`src/rtl/tmcu_sram_ctrl.sv`:
```
// Bus-side controller for the single-port tmcu SRAM: turns valid/ready word requests into SRAM
// strobes, and turns partial-byte writes into a read-modify-write.
module tmcu_sram_ctrl #(
  parameter logic [31:0] BASE_ADDR = 32'h2000_0000,
  parameter int          ADDR_W    = 12
) (
  input  logic        i_clk,
  input  logic        i_rst_n,
  input  logic        i_req_valid,
  output logic        o_req_ready,
  input  logic        i_req_write,
  input  logic [31:0] i_req_addr,
  input  logic [31:0] i_req_wdata,
  input  logic [3:0]  i_req_be,
  output logic        o_rsp_valid,
  output logic [31:0] o_rsp_rdata,
  output logic        o_rsp_err,
  output logic [31:0] o_sram_addr,
  output logic [31:0] o_sram_wdata,
  output logic        o_sram_write,
  output logic        o_sram_read,
  input  logic [31:0] i_sram_rdata
);

  typedef enum logic [2:0] {
    IDLE,
    RD,
    RD_RSP,
    WR,
    RMW_RD,
    RMW_WR,
    NOP_RSP,
    ERR_RSP
  } state_t;

  state_t              r_state;
  state_t              w_stateNext;
  logic [ADDR_W-1:0]   r_addr;
  logic [31:0]         r_wdata;
  logic [3:0]          r_be;
  logic                w_accept;
  logic                w_err;
  logic [31:0]         w_mergedData;

  // Out-of-window offsets are rejected rather than aliased back into the SRAM.
  assign w_err    = (i_req_addr[31:ADDR_W] != BASE_ADDR[31:ADDR_W]) || (i_req_addr[1:0] != 2'b00);
  assign w_accept = i_req_valid && (r_state == IDLE);

  always_ff @(posedge i_clk or negedge i_rst_n) begin
    if (!i_rst_n) begin
      r_state <= IDLE;
    end else begin
      r_state <= w_stateNext;
    end
  end

  always_ff @(posedge i_clk or negedge i_rst_n) begin
    if (!i_rst_n) begin
      r_addr  <= '0;
      r_wdata <= '0;
      r_be    <= '0;
    end else if (w_accept) begin
      r_addr  <= i_req_addr[ADDR_W-1:0];
      r_wdata <= i_req_wdata;
      r_be    <= i_req_be;
    end
  end

  always_comb begin
    w_stateNext = r_state;
    case (r_state)
      IDLE: begin
        if (i_req_valid) begin
          if (w_err) begin
            w_stateNext = ERR_RSP;
          end else if (!i_req_write) begin
            w_stateNext = RD;
          end else if (i_req_be == 4'hF) begin
            w_stateNext = WR;
          end else if (i_req_be == 4'h0) begin
            w_stateNext = NOP_RSP;
          end else begin
            w_stateNext = RMW_RD;
          end
        end
      end
      RD:      w_stateNext = RD_RSP;
      RMW_RD:  w_stateNext = RMW_WR;
      default: w_stateNext = IDLE;
    endcase
  end

  // Bytes not enabled keep the value just read back from the SRAM.
  always_comb begin
    w_mergedData = i_sram_rdata;
    for (int b = 0; b < 4; b++) begin
      if (r_be[b]) begin
        w_mergedData[8*b +: 8] = r_wdata[8*b +: 8];
      end
    end
  end

  always_comb begin
    o_req_ready  = 1'b0;
    o_rsp_valid  = 1'b0;
    o_rsp_rdata  = '0;
    o_rsp_err    = 1'b0;
    o_sram_write = 1'b0;
    o_sram_read  = 1'b0;
    o_sram_wdata = '0;
    case (r_state)
      IDLE: o_req_ready = 1'b1;
      RD, RMW_RD: o_sram_read = 1'b1;
      RD_RSP: begin
        o_rsp_valid = 1'b1;
        o_rsp_rdata = i_sram_rdata;
      end
      WR: begin
        o_sram_write = 1'b1;
        o_sram_wdata = r_wdata;
        o_rsp_valid  = 1'b1;
      end
      RMW_WR: begin
        o_sram_write = 1'b1;
        o_sram_wdata = w_mergedData;
        o_rsp_valid  = 1'b1;
      end
      NOP_RSP: o_rsp_valid = 1'b1;
      ERR_RSP: begin
        o_rsp_valid = 1'b1;
        o_rsp_err   = 1'b1;
      end
      default: ;
    endcase
  end

  assign o_sram_addr = {{(32-ADDR_W){1'b0}}, r_addr};

endmodule

```
`config.mk`:
```
export PLATFORM = sky130hd
export DESIGN_NAME = tmcu_sram_ctrl
export DESIGN_NICKNAME = d
export VERILOG_FILES = /design/src/rtl/tmcu_sram_ctrl.sv
export SDC_FILE = /design/constraint.sdc
export NUM_CORES = 1
export LEC_CHECK = 0
export BUFFER_PORTS_ARGS = -buffer_cell sky130_fd_sc_hd__buf_2
export CORE_MARGIN = 2
export CORE_UTILIZATION = 40
export DETAILED_ROUTE_END_ITERATION = 10
export PLACE_DENSITY = 0.75
export SYNTH_ARGS = -nofsm -noshare
export SYNTH_HDL_FRONTEND = slang
export SYNTH_SLANG_ARGS = --single-unit
```
`constraint.sdc`:
```
create_clock -name i_clk -period 1.65 [get_ports i_clk]
set_input_delay 0 -clock i_clk [delete_from_list [all_inputs] [get_ports i_clk]]
set_output_delay 0 -clock i_clk [all_outputs]
set_load 0.01 [all_outputs]
```
[Yosys cells after proc, flatten, opt, wreduce, memory -nomap -nowiden]
Cells that the tools add are included.
Word-level totals
  register bits: 51
  input port bits: 104
  output and inout port bits: 101
  word-level logic and storage cells: 39
Cells by class
  equal/unequal tests: 10
  mux-type cells: 17
  reductions and logical operators: 8
Operators with widths (count)
  $pmux 32 s2: 1
  $mux 32: 1
  $mux 8: 4
  $ne 20x18->1 const B: 1
  $eq 3x3->1 const B: 4
  $mux 3: 4
  $pmux 3 s3: 1
  $eq 3x2->1 const B: 2
  $mux 1: 5
  $reduce_or 5->1: 1
  $eq 4x4->1 const B: 1
  $logic_not 4->1: 1
  $reduce_or 2->1: 2
  $eq 3x1->1 const B: 1
  $logic_not 3->1: 1
  $mux 2: 1
  $ne 2x2->1 const B: 1
  $reduce_bool 2->1: 1
  $logic_and 1x1->1: 1
  $logic_or 1x1->1: 1

[Longest topological paths before layout]
  depth after elaboration: 7
  mapped depth: 6
  depth with buffers taken out: 4

[Worst setup path after synthesis]
Ideal clock, no wire load.
  path type: register -> register
  start point: reg r_state[1]
  end point: reg r_addr[11]
  setup time: 125 ps
  arrival time: 1521 ps
  data required time: 1525 ps
  setup slack: 4 ps
  stages on the path, launching flop included: 7
  buffers on the path: 3
  clock period less this slack: 1646 ps
  cell sequence: dfrtp_1 > buf_6 > nor3_2 > and2_4 > buf_6 > buf_12 > mux2_4
On the way
  cells in the longest elaborated chain, start to end: 2
RTL lines
  from (decl): RTL line 36  | state_t r_state;
  from (signal assigned): RTL line 53  | r_state <= w_stateNext;
  $logic_not 3->1: RTL line 47  | assign w_accept = i_req_valid && (r_state == IDLE);
  $logic_and 1x1->1: RTL line 47
  to (signal assigned): RTL line 63  | r_addr <= i_req_addr[ADDR_W-1:0];
  to (decl): RTL line 38  | logic [ADDR_W-1:0] r_addr;
No other way between the ends.
A chain may end at the register's enable or synchronous reset.

[Worst setup path after layout]
  start point: reg r_state[0]
  end point: reg r_addr[8]
The elaborated chain is that of the path after synthesis.

==> results.tsv <==
metric	value	unit
Synth-to-Final Area Change	62.5	%
maximum fanout along the worst path	21	
initial drt markers	146	
maximum vdd drop	0.741	mV
overall power	9000	uW
EDFF count, synth	0	
Post-Syn Area	0.00342	mm^2
gate count of the mapped netlist	304	
top sig layer	met4	
Root Buffer	clkbuf_8	
Die ar.	0.00931	mm^2
Core Area	0.00826	mm^2
synth warn	0	
Pins Over Slew Limit	0	
n_diodes	0	
final non-filler cell total	655	
minimum clock period	1670	ps
row count	33	
largest net degree at the start of global routing	28	
Max-Cap Viols	0	
Final Hold Viols	0	
CP required	1840	ps
dpl ws	167	ps
Layout Skew	5.14	ps
RSZ-0062 raised after global routing	true	
Detailed Route WL	11.5	mm
fin worst setup slack	-15.9	ps
CP Capture Type	flop	
Async S/R FF share, synth	1.00	
Chip Width	96.5	um
filler cell count	616	
htree depth	2	
top cell type's share of synthesized area	0.373	
cells along the critical path	buf_4, nor3_4, and2_4, buf_12, mux2_2	
CP delay by family, top	flip-flops	
Vias per Instance	5.04	
DR WL/cell	17.6	um
biggest cell delay along the critical path	450	ps
WS Path Type	flop to flop	
Avg Cell Area, Syn	11.3	um^2
Leakage Power	0.00270	uW
final hold slack	34.4	ps
#FFs+latches synth	51	
sinks on the clock net	51	
TritonRoute pass-1 iters	4	
I/O pin cnt	205	
share of layout cells above drive strength 1	0.633	
Routed Antenna Nets	0	
worst hold path class	primary input to flop	
vias in the first global route	3189	
status	complete, but fails checks	
initial antenna violation count	0	
WL met1	4.66	mm
Yosys cell types	31	
vias after detailed routing	3298	
CP Buf/Inv Count	2	
# DRC	0	
RePlAce Congestion	0.844	
initial core utilization	0.415	
WP data arrival	1860	ps
max_slew headroom	0.569	
Worst-Skew Late Latency	300	ps
setup TNS	-42.1	ps
synth top area cells	dfrtp_1 37%, mux2_2 20%, mux2_4 8.8%	
HPWL Detailed	6.83	mm
Primary FF master, synth	dfrtp_1	
worst-margin pin slew	646	ps
final worst-path cycle share	1.01	
Cell Pwr Density	1620	mW/mm^2
Clock Tree Buf Depth	2	
GR Overflow Total	0	
f_max	0.600	GHz
met3 routed WL	594	um
IO buf count	184	
failing checks	setup timing	
nets@finish	653	
Critical-path top delay cell	dfrtp_2	
Tot GR Track Use	0.225	
post-placement cell count	580	
Seq/Total Area, Yosys	0.373	
wire length on met2	6.10	mm
chip height	96.5	um
CTS Buf Count	5	
first-pass GRT wire length	16.0	mm
cell taking the most area after synthesis	dfrtp_1	
CP startpoint kind	flop	
CTS clk-pin slew, worst paths	90	ps
CTS tree	done	
final setup fails	6	
==> cells in the final DEF, fill, tap and decap left out, types with 20 or more instances in the layout <==
cell type / Yosys / layout
nor2b_1: 34 / 32
mux2_2: 60 / 53
dfrtp_1: 51 / 46
conb_1: 1 / 20
a22oi_1: 32 / 30
buf_6: 3 / 40
dlygate4sd3_1: 0 / 49
mux2_4: 20 / 27
and2_4: 1 / 31
buf_2: 6 / 154
==> power breakdown <==
group          internal, uW  switching, uW  leakage (uW)
Combinational          3310           2240       0.00204
Clock                   491            420     0.0000612
Sequential             1910            631      0.000598
Total                  5710           3290       0.00270
==> worst paths after layout <==
path | start | end | slack (ps) | cells after the start
setup / recovery | r_state[0] | r_addr[8] | -20 | 5
max in group asynchronous | i_rst_n | r_addr[7] | 820 | 3
setup reg to reg | r_state[0] | r_addr[8] | -20 | 5
hold / removal | i_req_valid | r_state[1] | 30 | 3
min in group asynchronous | i_rst_n | r_wdata[2] | 250 | 2
hold reg to reg | r_addr[11] | r_addr[11] | 510 | 1
==> metal layers <==
layer  global-route usage  up-vias
li1                     -     1526
met2                0.409      136
met3               0.0403       16
met4               0.0528        0
met1                0.278     1620
met5                    0        -
==> sequential cells by signal (all words and copies together), names as in the netlist <==
name / count
r_state: 3
r_wdata: 32
r_addr: 12
r_be: 4
==> what timing repair did <==
action | CTS | global route
setup endpoints to repair | 53 | 76
pin swaps | 2 | 34
cloned | 4 | 2
hold endpoints to repair | 73 | 0
hold buffers | 49 | 0
setup buffers | 6 | 6
resized for setup | 22 | 84
==> kinds of logic after synthesis <==
logic type / share of synthesized area
multiplexers: 0.285
other: 0.00110
AO/OA/AOI/OAI: 0.0863
XOR/XNOR: 0.00256
AND/OR/NAND/NOR: 0.156
buffers and inverters: 0.0958
flip-flops: 0.373
==> final cells by class <==
cell class                 instances  area [um^2]  area share
sequential                        51         1280       0.231
multi-input combinational        226         2030       0.366
clock buffer                       6         82.6      0.0148
tap                              105          131      0.0236
timing repair buffer             265         2000       0.359
clock inverter                     2         35.0     0.00630
==> tightest hold or removal path, cell delays in order <==
cell	delay [ps]
buf_2	110
nor2_1	110
a2111oi_2	70
==> stage by stage <==
step,util,area [um^2]
CTS,0.620,5120
global placement,0.529,4370
finish,0.674,5560
detailed placement,0.529,4370
floorplan,-,3490
global route,0.674,5560
==> Yosys cell counts (3+ instances only) <==
cell / instances
buf_1: 3
buf_2: 6
mux2_4: 20
a22oi_1: 32
buf_6: 3
clkbuf_1: 9
mux2_2: 60
a21oi_1: 4
nor4_1: 3
nor2b_1: 34
buf_4: 22
dfrtp_1: 51
and2_1: 32
nor2_1: 4
(Power assumes the default switching activity.)
